**src/rtl/kronos_types.sv**
```systemverilog
// Shared CLINT definitions: register offsets, bus FSM states, request payload and byte-lane merge.
package kronos_types;

    localparam logic [15:0] CLINT_MSIP      = 16'h0000;
    localparam logic [15:0] CLINT_MTIMECMP  = 16'h4000;
    localparam logic [15:0] CLINT_MTIMECMPH = 16'h4004;
    localparam logic [15:0] CLINT_MTIME     = 16'hBFF8;
    localparam logic [15:0] CLINT_MTIMEH    = 16'hBFFC;

    typedef enum logic {
        CLINT_IDLE,
        CLINT_ACK
    } clint_state_e;

    typedef struct packed {
        logic [15:0] offset;
        logic [31:0] wr_data;
        logic [3:0]  mask;
        logic        wr_en;
    } clint_req_t;

    // Replace the byte lanes of old_val selected by mask with those of new_val.
    function automatic logic [31:0] merge32(input logic [31:0] old_val,
                                            input logic [31:0] new_val,
                                            input logic [3:0]  mask);
        logic [31:0] res;
        res = old_val;
        for (int i = 0; i < 4; i++) begin
            if (mask[i]) res[i*8 +: 8] = new_val[i*8 +: 8];
        end
        return res;
    endfunction

endpackage

```
**src/rtl/kronos_clint_tick.sv**
```systemverilog
// mtime prescaler: tick is high once every PRESCALE cycles (constantly high for PRESCALE=1).
module kronos_clint_tick #(
    parameter int unsigned PRESCALE = 1
) (
    input  logic clk,
    input  logic rstz,
    output logic tick
);

    localparam int unsigned CW = $clog2(PRESCALE + 1);

    logic [CW-1:0] count;

    assign tick = (count == CW'(PRESCALE - 1));

    always_ff @(posedge clk or negedge rstz) begin
        if (!rstz)     count <= '0;
        else if (tick) count <= '0;
        else           count <= count + CW'(1);
    end

endmodule

```
**src/rtl/kronos_clint.sv**
```systemverilog
// Core-local interruptor: msip / mtimecmp / mtime registers on the data bus,
// driving the software and timer interrupt lines.
module kronos_clint
    import kronos_types::*;
#(
    parameter int unsigned PRESCALE = 1
) (
    input  logic        clk,
    input  logic        rstz,
    input  logic [31:0] data_addr,
    input  logic [31:0] data_wr_data,
    input  logic [3:0]  data_mask,
    input  logic        data_wr_en,
    input  logic        data_req,
    output logic        data_ack,
    output logic [31:0] data_rd_data,
    output logic        software_interrupt,
    output logic        timer_interrupt
);

    clint_state_e state, state_nxt;
    clint_req_t   req;
    logic         accept;
    logic         tick;
    logic         msip;
    logic [63:0]  mtimecmp;
    logic [63:0]  mtime, mtime_nxt;
    logic [31:0]  rd_mux;
    logic         wr_any, wr_msip, wr_cmp, wr_cmph, wr_time, wr_timeh;
    logic         unused_addr;

    // Region decode happens upstream; only the word offset matters here.
    assign unused_addr = ^{data_addr[31:16], data_addr[1:0]};

    always_comb begin
        req.offset  = {data_addr[15:2], 2'b00};
        req.wr_data = data_wr_data;
        req.mask    = data_mask;
        req.wr_en   = data_wr_en;
    end

    kronos_clint_tick #(
        .PRESCALE (PRESCALE)
    ) u_tick (
        .clk  (clk),
        .rstz (rstz),
        .tick (tick)
    );

    // Bus FSM: a request is taken only in IDLE, so back-to-back accesses cost two cycles.
    always_ff @(posedge clk or negedge rstz) begin
        if (!rstz) state <= CLINT_IDLE;
        else       state <= state_nxt;
    end

    always_comb begin
        state_nxt = state;
        accept    = 1'b0;
        case (state)
            CLINT_IDLE: begin
                if (data_req) begin
                    accept    = 1'b1;
                    state_nxt = CLINT_ACK;
                end
            end
            CLINT_ACK: state_nxt = CLINT_IDLE;
            default:   state_nxt = CLINT_IDLE;
        endcase
    end

    always_comb begin
        wr_any   = accept && req.wr_en && (req.mask != 4'b0000);
        wr_msip  = wr_any && (req.offset == CLINT_MSIP);
        wr_cmp   = wr_any && (req.offset == CLINT_MTIMECMP);
        wr_cmph  = wr_any && (req.offset == CLINT_MTIMECMPH);
        wr_time  = wr_any && (req.offset == CLINT_MTIME);
        wr_timeh = wr_any && (req.offset == CLINT_MTIMEH);
    end

    always_comb begin
        rd_mux = '0;
        case (req.offset)
            CLINT_MSIP:      rd_mux = {31'b0, msip};
            CLINT_MTIMECMP:  rd_mux = mtimecmp[31:0];
            CLINT_MTIMECMPH: rd_mux = mtimecmp[63:32];
            CLINT_MTIME:     rd_mux = mtime[31:0];
            CLINT_MTIMEH:    rd_mux = mtime[63:32];
            default:         rd_mux = '0;
        endcase
    end

    // A software write to either half suppresses the tick increment for that cycle.
    always_comb begin
        mtime_nxt = mtime;
        if (wr_time || wr_timeh) begin
            if (wr_time)  mtime_nxt[31:0]  = merge32(mtime[31:0], req.wr_data, req.mask);
            if (wr_timeh) mtime_nxt[63:32] = merge32(mtime[63:32], req.wr_data, req.mask);
        end else if (tick) begin
            mtime_nxt = mtime + 64'd1;
        end
    end

    always_ff @(posedge clk or negedge rstz) begin
        if (!rstz) begin
            data_ack     <= 1'b0;
            data_rd_data <= '0;
        end else begin
            data_ack <= accept;
            if (accept && !req.wr_en) data_rd_data <= rd_mux;
        end
    end

    always_ff @(posedge clk or negedge rstz) begin
        if (!rstz) begin
            msip     <= 1'b0;
            mtimecmp <= '1;
            mtime    <= '0;
        end else begin
            if (wr_msip) msip <= req.mask[0] ? req.wr_data[0] : msip;
            if (wr_cmp)  mtimecmp[31:0]  <= merge32(mtimecmp[31:0], req.wr_data, req.mask);
            if (wr_cmph) mtimecmp[63:32] <= merge32(mtimecmp[63:32], req.wr_data, req.mask);
            mtime <= mtime_nxt;
        end
    end

    always_ff @(posedge clk or negedge rstz) begin
        if (!rstz) begin
            software_interrupt <= 1'b0;
            timer_interrupt    <= 1'b0;
        end else begin
            software_interrupt <= msip;
            timer_interrupt    <= (mtime >= mtimecmp);
        end
    end

endmodule

```
**config.mk**
```make
export PLATFORM = sky130hd
export DESIGN_NAME = kronos_clint
export DESIGN_NICKNAME = d
export VERILOG_FILES = /design/src/rtl/kronos_types.sv /design/src/rtl/kronos_clint_tick.sv /design/src/rtl/kronos_clint.sv
export SDC_FILE = /design/constraint.sdc
export NUM_CORES = 1
export LEC_CHECK = 0
export ABC_CLOCK_PERIOD_IN_PS = 2620
export BUFFER_PORTS_ARGS = -buffer_cell sky130_fd_sc_hd__buf_2
export CAP_MARGIN = 20
export CORE_AREA = 10 10 191 193
export DETAILED_ROUTE_END_ITERATION = 6
export DIE_AREA = 0 0 201 203
export SLEW_MARGIN = 15
export SYNTH_ARGS = -nofsm -noshare
export SYNTH_HDL_FRONTEND = slang
export SYNTH_SLANG_ARGS = --single-unit
```
**constraint.sdc**
```tcl
create_clock -name clk -period 2.62 [get_ports clk]
set_input_delay 0.262 -clock clk [delete_from_list [all_inputs] [get_ports clk]]
set_output_delay 0.262 -clock clk [all_outputs]
set_load 0.005 [all_outputs]
```
# Word-level counts from Yosys, hierarchy flattened
# Index checks and enable logic that the tools add are counted.
[op_classes]
add_sub_neg = 2
n_lt_le_gt_ge = 1
eq_ne = 11
mux = 13
bitwise_logic = 1
reduce_logical = 29
[ops]
columns = ["op", "n"]
rows = [
  ["32-bit case mux with 5 select lines", 1],
  ["64-bit two-way mux", 2],
  ["64-bit by 1-bit adder with 64-bit output, second input constant", 1],
  ["64-bit greater-or-equal comparator", 1],
  ["32-bit two-way mux", 2],
  ["8-bit two-way mux", 4],
  ["14-bit by 13-bit equality test with 1-bit output, second input constant", 2],
  ["14-bit equality test, second input constant", 2],
  ["3-bit AND reduction", 8],
  ["2-bit AND reduction", 9],
  ["16-bit logical NOT", 1],
  ["2-bit != test, second input constant", 7],
  ["1-bit logical AND", 8],
  ["4-bit nonzero test", 1],
  ["1-bit two-way mux", 3],
  ["1-bit case mux with 2 select lines", 1],
  ["1-bit adder, second input constant", 1],
  ["1-bit logical NOT", 1],
  ["1-bit logical OR", 1],
  ["1-bit NOT", 1],
]
[totals]
register_bits = 166
input_bits = 72
elab_cells = 80

# Depth between registers and ports, before layout
# Gate-level depths: netlist of run 1.
[depth]
depth_word = 8
ltp_mapped = 9

# By module
# Synthesis of run 1 repeated with hierarchy kept, for this count alone.
[hier_totals]
hier_cells = 1161
hier_area_um2 = 10536.4
[modules_own_cells]
columns = ["mod", "instances", "cells_each", "area_each_um2", "seq_area_each_um2"]
rows = [
  ["kronos_clint", 1, 1159, 10525.1, 4184.0],
  ["kronos_clint_tick", 1, 2, 11.3, 0.0],
]

# Worst setup path after synthesis of run 1
# Ideal clock, no wire load.
[synth_timing]
kind = "reg2reg"
from = "register mtime[12]"
to = "register mtime[29]"
setup_ps = 126
t_arrival_ps = 2071
required_ps = 2494
path_slack_ps = 423
stages_incl_launch_ff = 8
n_path_buf = 1
path_cell_list = "dfrtp_1 > nand4_2 > or4b_1 > buf_6 > nor2_2 > nand4_1 > a21o_1 > a221o_1"
[synth_via]
elab_chain_cells = 3
[synth_lines]
columns = ["item", "line", "rtl"]
rows = [
  ["start, declared", "kronos_clint.sv:27", "logic [63:0] mtime, mtime_nxt;"],
  ["start signal, assigned", "kronos_clint.sv:122", "mtime <= mtime_nxt;"],
  ["64-bit by 1-bit adder with 64-bit output", "kronos_clint.sv:99", "mtime_nxt = mtime + 64'd1;"],
  ["64-bit two-way mux", "kronos_clint.sv:98", "end else if (tick) begin"],
  ["64-bit two-way mux", "kronos_clint.sv:95", "if (wr_time || wr_timeh) begin"],
]
# No other way between the ends. The select of a mux whose other input is x is not followed.
# A chain may end at the register's enable or synchronous reset.

# Worst setup path in the final report of run 1
[layout_timing]
from = "register mtime[15]"
to = "register mtime[57]"
# The elaborated chain is that of the path after synthesis.

==> results of run 1 <==
-- sequential cells by signal, summed over array words and instances (netlist names) --
| signal | count |
|---|---|
| mtimecmp | 64 |
| timer_interrupt | 1 |
| data_ack | 1 |
| mtime | 64 |
| data_rd_data | 32 |
| msip | 1 |
| software_interrupt | 1 |
-- cells in the final DEF, fill, tap and decap left out, drive strengths merged, types with 3 or more instances in the layout --
cell type,n
nor4,9
clkbuf,19
xnor2,4
mux2i,38
and3,9
dfstp,64
buf,185
nor2,80
nor3,20
o31ai,3
inv,78
o21ai,99
clkinv,5
a221o,7
o311ai,18
a21oi,42
a211oi,9
and4,8
nor2b,3
nand2,108
nand3,62
nand4,34
and2,8
ha,65
or4,5
dfrtp,100
mux2,61
a31oi,4
a221oi,33
a21o,10
clkinvlp,5
o211ai,23
or3,11
a32oi,5
-- logic make-up (layout without fill, tap and decap cells) --
group / after synthesis / count (layout) / synth area share
multiplexers: 99 / 99 / 0.104
XOR/XNOR: 6 / 6 / 0.00512
AND/OR/NAND/NOR: 364 / 364 / 0.181
adder cells (fa/ha/maj): 65 / 65 / 0.0792
AO/OA/AOI/OAI: 269 / 269 / 0.173
buffers and inverters: 126 / 294 / 0.0495
flip-flops: 164 / 164 / 0.408
-- Yosys cell counts, types with 14 or more instances --
master,count,share of area
nand4_1,33,0.020
a221oi_1,33,0.028
mux2_2,61,0.067
o211ai_1,23,0.017
mux2i_1,38,0.037
a21oi_1,42,0.020
clkbuf_1,36,0.013
ha_1,65,0.079
nand2_1,108,0.039
dfstp_2,64,0.16
nor2_1,77,0.028
inv_1,77,0.028
nand3_1,60,0.029
o21ai_0,95,0.046
dfrtp_1,100,0.24
nor3_1,14,0.0068
-- area by class of cell --
type | instances | area (um^2) | share of cell area
Clock buffer | 19 | 443 | 0.0357
Clock inverter | 12 | 109 | 0.00877
Inverter | 77 | 289 | 0.0233
Multi-Input combinational cell | 803 | 5600 | 0.451
Sequential cell | 164 | 4190 | 0.337
Tap cell | 442 | 553 | 0.0446
Timing Repair Buffer | 186 | 1230 | 0.0995
-- metal layers --
metal | wire, um | vias up
li1 | - | 4388
met1 | 15300 | 4573
met2 | 16600 | 273
met3 | 2180 | 37
met4 | 619 | 0
met5 | 0 | -
-- worst max-delay path: cells and delay by family (launching register included) --
| kind | cells | cell delay (ns) |
|---|---|---|
| simple gates | 5 | 1.22 |
| buf+inv | 2 | 0.42 |
| compound gates | 1 | 0.34 |
| flops | 1 | 0.46 |
-- stage by stage --
stage | utilization | setup WS, ns | total power, W
floorplan | - | 0.423 | 0.00321
global placement | 0.365 | 0.107 | 0.00363
detailed placement | 0.365 | 0.0775 | 0.00365
CTS | 0.382 | 0.0675 | 0.00607
global route | 0.382 | 0.0158 | 0.00630
finish | 0.382 | 0.104 | 0.00602
-- timing repair --
| action | 4_1_cts | 5_1_grt |
|---|---|---|
| resized for setup | 0 | 4 |
| hold endpoints to repair | 27 | 0 |
| hold buffers | 1 | 0 |
| setup endpoints to repair | 0 | 8 |
-- path summary, 6_finish.rpt --
check                                endpoint  slack, ns
hold / removal                   mtimecmp[14]        0.1
setup reg to reg                    mtime[57]       0.10
hold reg to reg            software_interrupt       0.45
min in group asynchronous            mtime[4]       0.33
max in group asynchronous        mtimecmp[21]       1.52
setup / recovery                    mtime[57]       0.10
-- power by group through the flow --
| stage | registers, W | clock network, W | logic (W) |
|---|---|---|---|
| 2_1_floorplan | 0.00283 | 0 | 0.000382 |
| 3_3_place_gp | 0.00283 | 0 | 0.000799 |
| 3_5_place_dp | 0.00284 | 0 | 0.000809 |
| 4_1_cts | 0.00280 | 0.00246 | 0.000816 |
| 5_1_grt | 0.00282 | 0.00257 | 0.000912 |
| 6_report | 0.00280 | 0.00242 | 0.000801 |
==> reports/metrics.yaml, run 1 <==
global_routing:
  grt_use_met3: 0.0355
  grt_max_degree: 66
  use_met2: 0.279
  antenna_found_initial: 0
  grt_first_pass_wirelength_um: 53900
  grt_pass1_vias: 9389
  grt_overflow: 0
  grt_use_met1: 0.213
  grt_use_total: 0.167
  grt_busiest_layer: "met2"
yosys:
  netlist_instances: 1093
  syn_area_um2: 10300
  synth.yosys.warnings: 0
  avgSynthCellArea_um2: 9.39
  ys_seq_area_frac: 0.408
  yosysUniqueCellTypes: 70
  synthFlopType: "dfrtp_1"
  synth-edff-count: 0
  async_flop_share: 1.00
  synth-seq-cells: 164
  synthesis.nets: 1230
route:
  wl_per_cell_um: 20.3
  antenna_left: 0
  routed_wl_um: 34600
  drt-initial-drc-count: 741
  firstDrtPassIters: 5
  vias: 9271
  drc: 0
  routed_via_density: 5.44
clock_network:
  numCtsBuffers: 17
  clock_path_buffers: 2
  insertion_delay_ns: 0.43
  cts-root-buf: "clkbuf_16"
  cts_num_sinks: 164
  clkTransAtPathRegs_ns: 0.07
  post_cts_buffers: 0
  cts_tree: "done"
  htree_num_levels: 4
sta:
  max_slew_margin: 0.688
  worst_slew_pin_slew_ns: 0.468
  min_period_ns: 2.52
  setup-violations-final: 0
  max_freq_mhz: 397
  finalMaxSlewViolations: 0
  timing.hold.ws_ns: 0.0997
  finalHoldViolations: 0
  period_share: 0.960
  grt_setup_unrepaired: "no"
  tns_ns: 0
  fin_skew_ns: 0.0118
finish:
  drive_gt1_frac: 0.289
  final_cells: 1703
  final_area_um2: 12400
  nets: 1386
  antenna_cells: 0
  n_fill_cell: 3280
  area_delta_synth_final_pct: 20.9
floorplanning:
  die_y_um: 203
  initial_utilization: 0.316
  core-area_um2: 32500
  die_w_um: 201
  die_area_um2: 40800
  pin_count: 107
  rows: 66
power:
  switching_share: 0.281
  seqPwrFrac: 0.465
  p_leak_nw: 5.24
  comb_power_share: 0.133
  power.density_nw_per_um2: 485
  internal_power_w: 0.00433
  ir_drop_v: 0.000439
  p_sw_w: 0.00169
  p_clk_frac: 0.403
worst_hold_path:
  hold_depth: 3
  worstHoldPathType: "input port to register"
  hp-start: "data_wr_data[14]"
setup_path:
  crit_chain: "nand4_2 > or4b_1 > buf_4 > a211oi_4 > buf_4 > nand3_2 > or3_1 > nand3_1"
  worstPathArrival_ns: 2.88
  cp_slowest_cell: "or4b_1"
  reg2reg_from: "mtime[15]"
  crit_type: "register to register"
  slowest_delay_ns: 0.57
  crit_path_start_kind: "register"
  setup.worst_path.end_class: "register"
  r2r_cells: 8
  worstPathRequired_ns: 2.99
  startpoint: "mtime[15]"
  cp_max_fo: 6
  cp_common_cell: "buf_4"
placement:
  gp_congestion: 0.884
  dpl_cell_area_um2: 11800
  hpwl_um: 26000
  dp.cells: 1671
  io_buffers: 88
run:
  drv_cap: 0
status:
  status: "finished clean"
No activity file was read; power rests on OpenSTA's default activity.
==> run 2, diff against run 1 <==
==> constraint.sdc (replaced) <==
create_clock -name clk -period 2.62 [get_ports clk]
set_input_delay 0.524 -clock clk [delete_from_list [all_inputs] [get_ports clk]]
set_output_delay 0.524 -clock clk [all_outputs]
set_load 0.005 [all_outputs]
==> reports/metrics.yaml, run 2 (synthesized netlist as in run 1, its figures left out) <==
clock_network:
  insertion_delay_ns: 0.45  # +0.02 ns
  cts-root-buf: "clkbuf_16"
  clkTransAtPathRegs_ns: 0.08  # about the same
  numCtsBuffers: 17  # unchanged
  cts_tree: "done"
  cts_num_sinks: 164  # unchanged
  htree_num_levels: 4  # unchanged
  clock_path_buffers: 2  # unchanged
setup_path:
  cp_max_fo: 3  # -3
  worstPathArrival_ns: 2.80  # -0.08 ns
  r2r_cells: 9  # +1
  setup.worst_path.end_class: "register"
  crit_type: "register to register"
  crit_path_start_kind: "register"
  worstPathRequired_ns: 2.92  # -0.07 ns
placement:
  pre_cts_slack_ns: -0.161  # -0.238 ns
  io_buffers: 88  # unchanged
  gp_congestion: 0.909  # +2.8%
  hpwl_um: 26000  # +0.15%
floorplanning:
  die_y_um: 203  # unchanged
  core-area_um2: 32500  # unchanged
  die_area_um2: 40800  # unchanged
  initial_utilization: 0.316  # unchanged
  pin_count: 107  # unchanged
  die_w_um: 201  # unchanged
  rows: 66  # unchanged
route:
  routed_wl_um: 34900  # +0.80%
  wl_per_cell_um: 20.4  # +0.21%
  firstDrtPassIters: 5  # unchanged
  antenna_left: 0  # unchanged
  vias: 9317  # +0.50%
  drc: 0  # unchanged
  drt-initial-drc-count: 714  # -3.6%
  routed_via_density: 5.44  # about the same
finish:
  top_regs: "mtime x64, mtimecmp x64, data_rd_data x32"
  antenna_cells: 0  # unchanged
  mostFrequentLayoutCell: "nand2_1"
  multi_input_area_um2: 5610  # +0.18%
  mostFrequentLayoutCells: "nand2_1 (108), buf_4 (101), dfrtp_1 (97)"
  regArea_um2: 4190  # about the same
  n_fill_cell: 3246  # -1.0%
  area_delta_synth_final_pct: 22.0
  final_util: 0.386  # +0.00366
  nets: 1395  # +0.65%
  drive_gt1_frac: 0.297  # +0.00796
sta:
  fin_skew_ns: 0.0165  # +0.00470 ns
  period_share: 0.954  # -0.00612
  finalMaxSlewViolations: 0  # unchanged
  max_freq_mhz: 400  # +0.64%
  min_period_ns: 2.50  # -0.0160 ns
  max_slew_margin: 0.625  # -0.0627
  fin_ws_ns: 0.120  # +0.0160 ns
  grt_setup_unrepaired: "no"
  finalHoldViolations: 0  # unchanged
  worst_slew_pin_slew_ns: 0.562  # +0.0940 ns
  setup-violations-final: 0  # unchanged
  timing.hold.ws_ns: 0.0336  # -0.0660 ns
power:
  ir_drop_v: 0.000446  # +1.5%
  p_leak_nw: 5.30  # +1.1%
  power.density_nw_per_um2: 488  # +0.56%
worst_hold_path:
  worstHoldPathType: "input port to async pin"
run:
  drv_cap: 0  # unchanged
global_routing:
  grt_max_degree: 66  # unchanged
  antenna_found_initial: 0  # unchanged
  grt_pass1_vias: 9436  # +0.50%
  grt_use_total: 0.170  # +0.00314
  grt_overflow: 0  # unchanged
  grt_first_pass_wirelength_um: 54700  # +1.6%
status:
  status: "finished clean"
-- run 2: power breakdown --
part,internal (W),leakage (nW),switching [W]
Clock,0.00135,0.268,0.00115
Combinational,0.000342,3.14,0.000481
Sequential,0.00267,1.89,0.000126
Total,0.00436,5.30,0.00175
-- run 2: metrics by stage --
stage	area [um^2]	total power, W	TNS [ns]	std cells
finish	12500	0.00612	0	1713
global route	12500	0.00641	0	1713
CTS	12500	0.00617	0	1713
detailed placement	11900	0.00366	-3.87	1681
global placement	11900	0.00365	-4.30	1681
floorplan	10300	0.00321	0	1093
-- run 2: final cells by class --
type | instances | share of cell area
Clock buffer | 20 | 0.0357
Clock inverter | 12 | 0.00979
Inverter | 77 | 0.0231
Multi-Input combinational cell | 803 | 0.447
Sequential cell | 164 | 0.334
Tap cell | 442 | 0.0441
Timing Repair Buffer | 195 | 0.106
-- run 2: final timing paths --
| path | startpoint | to | slack (ns) |
|---|---|---|---|
| setup / recovery | mtimecmp[47] | timer_interrupt | 0.12 |
| hold / removal | rstz | data_rd_data[4] | 0.03 |
| setup reg to reg | mtimecmp[47] | timer_interrupt | 0.12 |
| hold reg to reg | data_ack | data_ack | 0.46 |
| max in group asynchronous | rstz | mtimecmp[56] | 1.80 |
| min in group clk | data_req | data_ack | 0.35 |
-- run 2: timing repair --
action                     in CTS  in global routing
setup endpoints to repair       0                  9
gates resized for setup         0                  7
hold buffers                    0                  0
setup buffers                   0                  0
-- run 2: metal layers --
metal | routed length (um) | up-vias | part of all wire | GRT usage
met5 | 0 | - | 0 | 0
met4 | 677 | 0 | 0.019 | 0.0446
met3 | 2090 | 42 | 0.060 | 0.0315
met2 | 16500 | 315 | 0.47 | 0.280
met1 | 15600 | 4575 | 0.45 | 0.225
li1 | - | 4385 | - | -
-- run 2: critical path: stages (launching register included) --
cell      delay, ns
dfstp_2        0.54
inv_1          0.06
ha_1           0.31
nand4_1        0.21
nor3_1         0.47
nand3_1        0.16
buf_4          0.19
o21ai_0        0.23
a211oi_1       0.07
o31ai_1        0.11
